$ cat src/rtl/tenkey_scanner.sv
// rtl/tenkey_scanner.sv - 4x3 keypad scanner with frame debounce and one-hot digit / close outputs
module tenkey_scanner #(
  parameter int SCAN_DIV = 4,
  parameter int DEBOUNCE = 3
) (
  input  logic       ck,
  input  logic       reset,
  input  logic [3:0] row,
  output logic [2:0] col,
  output logic [9:0] tenkey,
  output logic       close,
  output logic       multi
);

  localparam int SCW = (SCAN_DIV > 2) ? $clog2(SCAN_DIV) : 2;
  localparam int DBW = (DEBOUNCE > 2) ? $clog2(DEBOUNCE) : 1;
  localparam logic [SCW-1:0] SC_LAST = SCW'(SCAN_DIV - 1);
  localparam logic [DBW-1:0] DB_LAST = DBW'(DEBOUNCE - 1);
  // Snapshot bit k = row*3 + col; bit 11 is '#', which is never reported.
  localparam logic [11:0] KEY_MASK = 12'h7ff;

  typedef enum logic [1:0] {
    ST_IDLE  = 2'd0,
    ST_DIGIT = 2'd1,
    ST_CLOSE = 2'd2,
    ST_MULTI = 2'd3
  } state_t;

  logic [3:0]     row_s1_q, row_s2_q;
  logic [SCW-1:0] sc_q, sc_d;
  logic [1:0]     ci_q, ci_d;
  logic [2:0]     col_q, col_d;
  logic [11:0]    frame_q, frame_d;
  logic [11:0]    prev_q, prev_d;
  logic [11:0]    acc_q, acc_d;
  logic [DBW-1:0] stable_q, stable_d;
  logic           acc_upd_q, acc_upd_d;
  logic [11:0]    snap;
  logic           sample;

  state_t         state_q, class_d;
  logic [9:0]     tenkey_q, digit_oh;
  logic           close_q, multi_q;
  logic [3:0]     n_keys;

  assign sample = (sc_q == SC_LAST);

  always_comb begin
    sc_d      = sample ? '0 : sc_q + SCW'(1);
    ci_d      = ci_q;
    frame_d   = frame_q;
    prev_d    = prev_q;
    acc_d     = acc_q;
    stable_d  = stable_q;
    acc_upd_d = 1'b0;
    if (sample) begin
      ci_d = (ci_q == 2'd2) ? 2'd0 : ci_q + 2'd1;
      for (int r = 0; r < 4; r++) begin
        case (ci_q)
          2'd0:    frame_d[r*3]     = row_s2_q[r];
          2'd1:    frame_d[r*3 + 1] = row_s2_q[r];
          2'd2:    frame_d[r*3 + 2] = row_s2_q[r];
          default: ;
        endcase
      end
    end
    col_d = 3'b001 << ci_d;
    snap  = frame_d & KEY_MASK;
    // Frame end: the column-2 sample has just completed the snapshot.
    if (sample && ci_q == 2'd2) begin
      if (snap == prev_q)
        stable_d = (stable_q == DB_LAST) ? stable_q : stable_q + DBW'(1);
      else
        stable_d = '0;
      prev_d = snap;
      if (stable_d == DB_LAST) begin
        acc_d     = snap;
        acc_upd_d = 1'b1;
      end
    end
  end

  always_ff @(posedge ck or posedge reset) begin
    if (reset) begin
      row_s1_q  <= '0;
      row_s2_q  <= '0;
      sc_q      <= '0;
      ci_q      <= '0;
      col_q     <= 3'b001;
      frame_q   <= '0;
      prev_q    <= '0;
      acc_q     <= '0;
      stable_q  <= '0;
      acc_upd_q <= 1'b0;
    end else begin
      row_s1_q  <= row;
      row_s2_q  <= row_s1_q;
      sc_q      <= sc_d;
      ci_q      <= ci_d;
      col_q     <= col_d;
      frame_q   <= frame_d;
      prev_q    <= prev_d;
      acc_q     <= acc_d;
      stable_q  <= stable_d;
      acc_upd_q <= acc_upd_d;
    end
  end

  always_comb begin
    n_keys   = '0;
    digit_oh = '0;
    for (int k = 0; k < 12; k++)
      n_keys = n_keys + 4'(acc_q[k]);
    for (int k = 0; k < 9; k++)
      digit_oh[k+1] = acc_q[k];
    digit_oh[0] = acc_q[10];
    if (n_keys == 4'd0)
      class_d = ST_IDLE;
    else if (n_keys >= 4'd2)
      class_d = ST_MULTI;
    else if (acc_q[9])
      class_d = ST_CLOSE;
    else
      class_d = ST_DIGIT;
  end

  // Re-classified every frame the snapshot is re-accepted; close only fires on entry.
  always_ff @(posedge ck or posedge reset) begin
    if (reset) begin
      state_q  <= ST_IDLE;
      tenkey_q <= '0;
      close_q  <= 1'b0;
      multi_q  <= 1'b0;
    end else if (acc_upd_q) begin
      state_q  <= class_d;
      tenkey_q <= (class_d == ST_DIGIT) ? digit_oh : '0;
      close_q  <= (class_d == ST_CLOSE) && (state_q != ST_CLOSE);
      multi_q  <= (class_d == ST_MULTI);
    end else begin
      close_q  <= 1'b0;
    end
  end

  assign col    = col_q;
  assign tenkey = tenkey_q;
  assign close  = close_q;
  assign multi  = multi_q;

endmodule

$ cat config.mk
export PLATFORM = sky130hd
export DESIGN_NAME = tenkey_scanner
export DESIGN_NICKNAME = d
export VERILOG_FILES = /design/src/rtl/tenkey_scanner.sv
export SDC_FILE = /design/constraint.sdc
export NUM_CORES = 1
export LEC_CHECK = 0
export ABC_AREA = 1
export ABC_CLOCK_PERIOD_IN_PS = 4830
export CAP_MARGIN = 20
export CORE_AREA = 2 2 71 90
export CTS_CLUSTER_DIAMETER = 100
export DETAILED_ROUTE_END_ITERATION = 10
export DIE_AREA = 0 0 73 92
export GPL_TIMING_DRIVEN = 1
export PLACE_DENSITY = 0.76
export SETUP_SLACK_MARGIN = 0.5
export SYNTH_ARGS = -nofsm -noshare
export SYNTH_HDL_FRONTEND = slang
export SYNTH_SLANG_ARGS = --single-unit
$ cat constraint.sdc
create_clock -name ck -period 4.83 [get_ports ck]
set_clock_uncertainty 0.05 [all_clocks]
set_input_delay 0.7245 -clock ck [delete_from_list [all_inputs] [get_ports ck]]
set_output_delay 0.7245 -clock ck [all_outputs]
set_load 0.005 [all_outputs]
==> flow_summary.ini, run 1 <==
[final_layout]
multi_input_area_um2 = 1240
seqCellArea_um2 = 1630
nFillCells = 514
nets = 403
drive_above_1_share_pct = 9.95
layout.cells.non_filler = 460
area_delta_synth_final_pct = 15.3
antenna_cells = 0

[sta]
whs_ps = 299
setup_viol = 0
slew_headroom_pct = 44.7
slew_violations = 0
timing.final.ws_setup_ps = 915
timing.final.crit_period_ps = 3920
hold_viol = 0
tightest_slew_ps = 827
rsz0062_at_grt = false
tns_ps = 0
fin_crit_sh_pct = 81.1
max_freq_ghz = 0.255

[placed_design]
port_buffers = 20
dp_hpwl_um = 4330
post-place-ws_ps = 748
dp_cells = 444
gp_congestion = 0.866

[clock_network]
cts_htree_levels = 3
numCtsBuffers = 9
cts_hold_buf = 0
root_buffer = clkbuf_8
cts_tree = done
cts_num_sinks = 65
clk_pin_slew_ps = 70
clock_latency_ps = 350
clockBufferDepth = 2

[grt]
grt_pass1_wl_um = 10400
grt_usage_pct = 20.4
antenna_found_initial = 0
grt_overflow = 0
grt_pass1_vias = 2376
grt_max_degree = 44

[critical_path]
path_class = reg -> reg
critical_path_arrival_ps = 4150
cp_data_required_time_ps = 5070
start_kind = flop
end_kind = flop
path_max_fanout = 10

[outcome]
outcome = complete, no violations

[synth]
synth.net_count = 381
async_flop_share_pct = 100
synth_cell_types = 27
synthCells = 365
synth_top_area_cell = dfrtp_1
synth.most_common_cell = nand2_1
ys_warn_count = 0
syn_area_um2 = 3120
synth_edf_count = 0
synth_seq_cells = 65
synth_area_leaders = dfrtp_1 51%, nand2_1 15%, nand3_1 6.1%
synth_top_area_share_pct = 51.3
ys.flop_type = dfrtp_1
synth_common_cells = 121 x nand2_1, 64 x dfrtp_1, 47 x inv_1
syn_area_per_cell_um2 = 8.56
synth-seq-area-share_pct = 52.1

[power_and_ir_drop]
power.density_nw_per_um2 = 327
vdd_drop_max_uv = 213
finalPower_mw = 1.18
leakage_nw = 1.87

[floorplan]
die_w_um = 73
core_area_um2 = 5970
boundaryPins = 21
initial_core_util_pct = 52.4
die_area_um2 = 6720
rows = 32
die_y_um = 92

[flow_run]
max_cap_viol_count = 0

[route]
wl_met1_um = 2490
vias = 2373
wl_per_cell_um = 13.0
drt_pass1_iterations = 4
wirelength_um = 5960
drc_errors = 0
top_layer = met4
viasPerCell = 5.16
drtAntennaViolNets = 0
met2RoutedLength_um = 3130
drt_iter0_markers = 111
wl_met3_um = 183

[min_path]
hp-class = reg -> reg
## sequential cells by signal, indices dropped and copies added, names as in the netlist
signal	cells
row_s2_q	4
prev_q	11
sc_q	2
stable_q	2
multi	1
close	1
frame_q	11
state_q	2
acc_upd_q	1
acc_q	11
col	3
tenkey	10
row_s1_q	4
ci_q	2
## final cells by class
class / count / share of cell area (%)
Clock buffer: 11 / 3.92
Clock inverter: 5 / 2.85
Inverter: 50 / 5.21
Multi-Input combinational cell: 239 / 34.5
Sequential cell: 65 / 45.2
Tap cell: 68 / 2.36
Timing Repair Buffer: 22 / 5.97
## metal layers
| metal | global-route usage [%] | up-vias |
|---|---|---|
| li1 | - | 1202 |
| met1 | 23.9 | 1122 |
| met2 | 34.6 | 36 |
| met3 | 3.63 | 13 |
| met4 | 11.1 | 0 |
| met5 | 0 | - |
## cells in the final DEF, fill, tap and decap left out, types with 2 or more instances in the layout
master and count:
fa_1 7, inv_1 46, buf_4 2, nand2_2 9, nand4_1 16, nand2_1 121, bufinv_16 3, o21ai_0 17
nor2_2 2, inv_2 4, nor2_1 13, nor2_4 2, ha_1 3, dfrtp_1 64, nand3_1 38, a21oi_1 4
clkdlybuf4s50_1 20, clkbuf_8 10
## stage by stage
stage	area (um2)	util [%]
after detailed placement	3360	56.3
after global routing	3600	60.4
after CTS	3600	60.3
after global placement	3360	56.3
final	3600	60.4
after floorplan	3120	-
## critical path, stage by stage, from the launching register on
cell and delay, ps:
dfrtp_1 430, fa_1 560, inv_1 50, fa_1 450
fa_1 500, inv_1 50, fa_1 410, fa_1 420
nand2_1 80, nor2_1 40, o2bb2ai_1 130, nand2_1 80
a21oi_1 70, nor2_2 320, nand3_1 140, nand2_1 90
## worst paths after layout
path                               endpoint  slack (ps)  depth (start not counted)        start
worst min-delay path            row_s2_q[2]         300                          0  row_s1_q[2]
worst max register to register    tenkey[1]         910                         15     acc_q[5]
max in group asynchronous         tenkey[4]        3170                          3        reset
worst min register to register  row_s2_q[2]         300                          0  row_s1_q[2]
worst max-delay path              tenkey[1]         910                         15     acc_q[5]
min in group asynchronous       frame_q[10]         660                          2        reset
## logic make-up after synthesis
kind of cell	Yosys count	synth area share [%]
AOI/OAI and AO/OA	23	3.88
adders and majority gates	10	5.69
buffers and inverters	61	8.21
DFF	65	52.1
and+or+nand+nor	206	30.1
## power breakdown
| part | switching, mW | total (mW) | leakage [nW] | internal [mW] |
|---|---|---|---|---|
| logic | 0.0348 | 0.0521 | 0.924 | 0.0173 |
| clock network | 0.203 | 0.559 | 0.120 | 0.356 |
| registers | 0.00765 | 0.565 | 0.831 | 0.557 |
| total | 0.246 | 1.18 | 1.87 | 0.930 |
## timing repair
action / in CTS / in global routing
buffers inserted: 0 / 0
gates resized for setup: 0 / 1
endpoints found under the setup margin: 0 / 8
No activity file was read; power rests on OpenSTA's default activity.
==> run 2: changes to the inputs <==
--- a/config.mk
+++ b/config.mk
@@ -6,7 +6,7 @@
 export NUM_CORES = 1
 export LEC_CHECK = 0
 export ABC_AREA = 1
-export ABC_CLOCK_PERIOD_IN_PS = 4830
+export ABC_CLOCK_PERIOD_IN_PS = 3800
 export CAP_MARGIN = 20
 export CORE_AREA = 2 2 71 90
 export CTS_CLUSTER_DIAMETER = 100
==> constraint.sdc (replaced) <==
create_clock -name ck -period 3.8 [get_ports ck]
set_clock_uncertainty 0.05 [all_clocks]
set_input_delay 0.57 -clock ck [delete_from_list [all_inputs] [get_ports ck]]
set_output_delay 0.57 -clock ck [all_outputs]
set_load 0.005 [all_outputs]
==> run 2 against run 1 <==
Core utilization grew 2.1 points. Global-route usage grew 0.81 points. Sequential power grew 27%. Highest routed layer unchanged. Worst hold slack is essentially flat. Via count grew 3.3%. Non-clock buffer count grew 13. Count of clock-buffer cells in the layout is the same. Routed wire length grew 5.2%. Cell area grew 3.5%. First-iteration DRC count shrank 4.5%. Critical path depth shrank 2. Combinational power grew 28%.
==> flow_summary.ini, run 2 (synthesis gave the netlist of run 1 again) <==
[route]
met2RoutedLength_um = 3400
wl_met3_um = 153
wirelength_um = 6270
drt_iter0_markers = 106
wl_met1_um = 2560
vias = 2452
drt_pass1_iterations = 4
viasPerCell = 5.17
drc_errors = 0
wl_per_cell_um = 13.2
top_layer = met4
drtAntennaViolNets = 0

[clock_network]
clockBufferDepth = 2
root_buffer = clkbuf_8
numCtsBuffers = 9
cts_hold_buf = 0
cts_num_sinks = 65
clock_latency_ps = 350
cts_tree = done
clk_pin_slew_ps = 70
cts_htree_levels = 3

[outcome]
outcome = complete, no violations

[power_and_ir_drop]
vdd_drop_max_uv = 406
finalPower_mw = 1.45
power.density_nw_per_um2 = 390
leakage_nw = 1.95

[placed_design]
dp_cells = 446
dp_hpwl_um = 4430
post-place-ws_ps = 116
placed_area_um2 = 3390
port_buffers = 20
gp_congestion = 0.835

[critical_path]
start_kind = flop
crit_buf_inv = 3
critical_path_depth = 13
crit_path_top_delay_cell = fa_1
critical_path_arrival_ps = 3880
path_class = reg -> reg
path_common_cell = fa_1
cp_data_required_time_ps = 4030
end_kind = flop
path_max_fanout = 5
crit_family = adder cells
worstRegToRegCells = 13
crit_chain = inv_2 -> fa_1 -> fa_1 -> fa_1 -> inv_1 -> fa_2 -> fa_2 -> o2bb2ai_2 -> o211ai_1 -> buf_4 -> nor2_4 -> nand3_1 -> nand2_1
slowest_delay_ps = 570

[final_layout]
final_common_cell = nand2_1
largestRegisters = acc_q (11), frame_q (11), prev_q (11)
layout.cells.non_filler = 474
area_delta_synth_final_pct = 19.3
postLayoutCoreUtil_pct = 62.5
nFillCells = 519
antenna_cells = 0
nets = 417
final_area_um2 = 3730
layout_common_cells = 120 x nand2_1, 64 x dfrtp_1, 45 x inv_1, 38 x nand3_1, 20 x clkdlybuf4s50_1
drive_above_1_share_pct = 15.0

[floorplan]
rows = 32
boundaryPins = 21
die_w_um = 73
initial_core_util_pct = 52.4
die_area_um2 = 6720
core_area_um2 = 5970
die_y_um = 92

[sta]
tns_ps = 0
setup_viol = 0
max_freq_ghz = 0.274
timing.final.crit_period_ps = 3640
hold_viol = 0
slew_headroom_pct = 60.0
rsz0062_at_grt = true
tightest_slew_ps = 600
slew_violations = 0
timing.final.ws_setup_ps = 156
fin_crit_sh_pct = 95.9
whs_ps = 299

[grt]
grt_max_degree = 37
grt_usage_pct = 21.2
grt_overflow = 0
antenna_found_initial = 0
grt_pass1_vias = 2521
grt_pass1_wl_um = 10900

[min_path]
hp-class = reg -> reg
min_path_cells = 0

[flow_run]
max_cap_viol_count = 0
run 2: changes by cell type in the layout (fill, tap and decap cells not counted), sizes merged:
cell,before,now
nor2,17,18
buf,2,15
clkinv,1,2
bufinv,3,2
run 2: final timing paths:
kind                              from     endpoint  slack, ps
hold / removal             row_s1_q[2]  row_s2_q[2]        300
setup reg to reg              acc_q[3]    tenkey[3]        160
setup / recovery              acc_q[3]    tenkey[3]        160
min in group asynchronous        reset  stable_q[0]        550
hold reg to reg            row_s1_q[2]  row_s2_q[2]        300
max in group asynchronous        reset       col[0]       2230
run 2: cell type report:
cell class | count | area, um2 | share of cell area (%)
well taps | 68 | 85.1 | 2.28
inverters | 50 | 188 | 5.03
repair buffers | 35 | 313 | 8.39
clock inverters | 5 | 77.6 | 2.08
flip-flops and latches | 65 | 1630 | 43.7
multi-input cells | 240 | 1290 | 34.5
clock buffers | 11 | 151 | 4.06
run 2: repair_timing:
action                     in CTS  in global routing
pin swaps                       4                  7
cloned                          1                  0
gates resized for setup         4                  3
setup buffers                   5                  6
setup endpoints to repair      14                 14
run 2: worst reg2reg max path, delay by kind of cell (launching register included):
family	cells	cell delay [ps]
AOI/OAI and AO/OA	2	290
adders and majority gates	5	2260
buffers and inverters	3	270
DFF	1	380
and+or+nand+nor	3	320
run 2: layer usage:
layer	global-route usage (%)	vias to the layer above
met2	35.6	46
met4	11.4	0
met3	4.84	14
met1	24.6	1169
met5	0	-
li1	-	1223
run 2: power by group:
part           switching [mW]  internal (mW)
Combinational          0.0447         0.0220
Sequential            0.00958          0.708
Clock                   0.265          0.403
==> run 3: changes to the inputs <==
--- a/config.mk
+++ b/config.mk
@@ -12,7 +12,9 @@
 export CTS_CLUSTER_DIAMETER = 100
 export DETAILED_ROUTE_END_ITERATION = 10
 export DIE_AREA = 0 0 73 92
+export GPL_ROUTABILITY_DRIVEN = 0
 export GPL_TIMING_DRIVEN = 1
+export MAX_ROUTING_LAYER = met4
 export PLACE_DENSITY = 0.76
 export SETUP_SLACK_MARGIN = 0.5
 export SYNTH_ARGS = -nofsm -noshare
==> run 3 against run 2 <==
Clock power hardly changed. Core utilization is 0.084 points lower. First-iteration DRC count is 13% lower. Total power is 0.14% lower. Worst hold slack hardly changed. Via count is 0.20% lower. Critical endpoint unchanged. Largest cell class unchanged.
==> flow_summary.ini, run 3 (synthesis gave the netlist of run 1 again) <==
[critical_path]
start_kind = flop
critical_path_arrival_ps = 3860
path_max_fanout = 5
crit_buf_inv = 3
end_kind = flop
worstRegToRegCells = 13
r2r_end = tenkey[3]
cp_data_required_time_ps = 4030
path_class = reg -> reg
crit_path_top_delay_cell = fa_1
slowest_delay_ps = 570
r2r-start = acc_q[3]
path_common_cell = fa_1
crit_family = adder cells
r2r_setup_slack_ps = 180
crit_chain = inv_2 -> fa_1 -> fa_1 -> fa_1 -> inv_1 -> fa_2 -> fa_2 -> o2bb2ai_2 -> o211ai_1 -> buf_4 -> nor2_4 -> nand3_1 -> nand2_1

[final_layout]
drive_above_1_share_pct = 14.8
layout.cells.non_filler = 473
layout_common_cells = 121 x nand2_1, 64 x dfrtp_1, 45 x inv_1, 37 x nand3_1, 20 x clkdlybuf4s50_1
largestRegisters = acc_q (11), frame_q (11), prev_q (11)
area_delta_synth_final_pct = 19.2
nFillCells = 518
antenna_cells = 0
nets = 416
final_common_cell = nand2_1

[route]
drtAntennaViolNets = 0
wl_per_cell_um = 13.2
viasPerCell = 5.17
drt_iter0_markers = 92
drt_pass1_iterations = 4
wirelength_um = 6230
drc_errors = 0
vias = 2447

[power_and_ir_drop]
vdd_drop_max_uv = 407
power.density_nw_per_um2 = 389
clkPwrFrac_pct = 45.9
leakage_nw = 1.94
combPwrFrac_pct = 4.6
power.switching_mw = 0.318
switching_share_pct = 21.9
power.internal_mw = 1.13
p_seq_share_pct = 49.5
finalPower_mw = 1.45

[grt]
grt_max_degree = 37
grt_overflow = 0
grt_pass1_vias = 2514
antenna_found_initial = 0
grt_usage_pct = 21.9
grt_pass1_wl_um = 10900

[floorplan]
core_area_um2 = 5970
die_y_um = 92
rows = 32
initial_core_util_pct = 52.4
die_area_um2 = 6720
boundaryPins = 21
die_w_um = 73

[sta]
hold_viol = 0
rsz0062_at_grt = true
slew_violations = 0
slew_headroom_pct = 60.0
tightest_slew_ps = 599
max_freq_ghz = 0.276
timing.final.crit_period_ps = 3620
setup_viol = 0
tns_ps = 0
fin_crit_sh_pct = 95.3
whs_ps = 299

[outcome]
outcome = complete, no violations

[min_path]
whs_endpoint = row_s2_q[2]
hp-class = reg -> reg
min_from = row_s1_q[2]
min_path_cells = 0

[clock_network]
cts_htree_levels = 3
cts_tree = done
clockBufferDepth = 2
clk_pin_slew_ps = 70
root_buffer = clkbuf_8
cts_hold_buf = 0
cts_num_sinks = 65
numCtsBuffers = 9
clock_latency_ps = 350

[placed_design]
dp_hpwl_um = 4430
port_buffers = 20
dp_cells = 446

[flow_run]
max_cap_viol_count = 0
## run 3: cell types whose count changed in the layout (fill, tap and decap cells not counted)
| cell | before | now |
|---|---|---|
| buf_4 | 15 | 14 |
| nand3_1 | 38 | 37 |
| nand2_2 | 10 | 9 |
| nand3_2 | 1 | 2 |
| nand2_1 | 120 | 121 |
## run 3: worst max-delay path by stage
stage	startpoint	to	slack (ps)	depth (start not counted)
3_5_place_dp	acc_q[5]	tenkey[3]	120	15
2_1_floorplan	acc_q[5]	tenkey[0]	300	15
6_report	acc_q[3]	tenkey[3]	180	13
4_1_cts	acc_q[5]	tenkey[3]	160	13
3_3_place_gp	acc_q[5]	tenkey[0]	190	15
5_1_grt	acc_q[1]	tenkey[6]	30	13
## run 3: power by group through the flow
stage / clock (mW) / sequential (mW) / combinational, mW
5_1_grt: 0.708 / 0.719 / 0.0793
4_1_cts: 0.674 / 0.717 / 0.0682
3_5_place_dp: 0 / 0.730 / 0.0676
3_3_place_gp: 0 / 0.730 / 0.0646
6_report: 0.666 / 0.718 / 0.0667
2_1_floorplan: 0 / 0.728 / 0.0486
## run 3: what timing repair did
| item | 4_1_cts | 5_1_grt |
|---|---|---|
| cloned | 1 | 0 |
| endpoints found under the setup margin | 14 | 14 |
| resized for setup | 4 | 3 |
| buffers inserted | 5 | 5 |
| pin swaps | 4 | 7 |
## run 3: cell type report
cell class / instances / area [um2] / share of cell area [%]
inverters: 50 / 188 / 5.04
flip-flops and latches: 65 / 1630 / 43.7
well taps: 68 / 85.1 / 2.28
clock buffers: 11 / 151 / 4.07
repair buffers: 34 / 305 / 8.20
clock inverters: 5 / 77.6 / 2.08
multi-input cells: 240 / 1290 / 34.6
## run 3: layer usage
metal | share of wire, % | global-route usage, % | up-vias | routed length, um
met5 | 0 | - | - | 0
met4 | 2.3 | 11.4 | 0 | 143
met3 | 2.7 | 5.16 | 16 | 169
met2 | 54 | 35.5 | 36 | 3380
met1 | 41 | 24.7 | 1174 | 2530
li1 | - | - | 1221 | -
## run 3: per-stage QoR
stage	area [um2]	utilization [%]	worst slack (ps)
global placement	3390	56.8	188
finish	3720	62.4	177
global route	3720	62.4	34.9
floorplan	3140	-	298
CTS	3680	61.7	162
detailed placement	3390	56.8	116
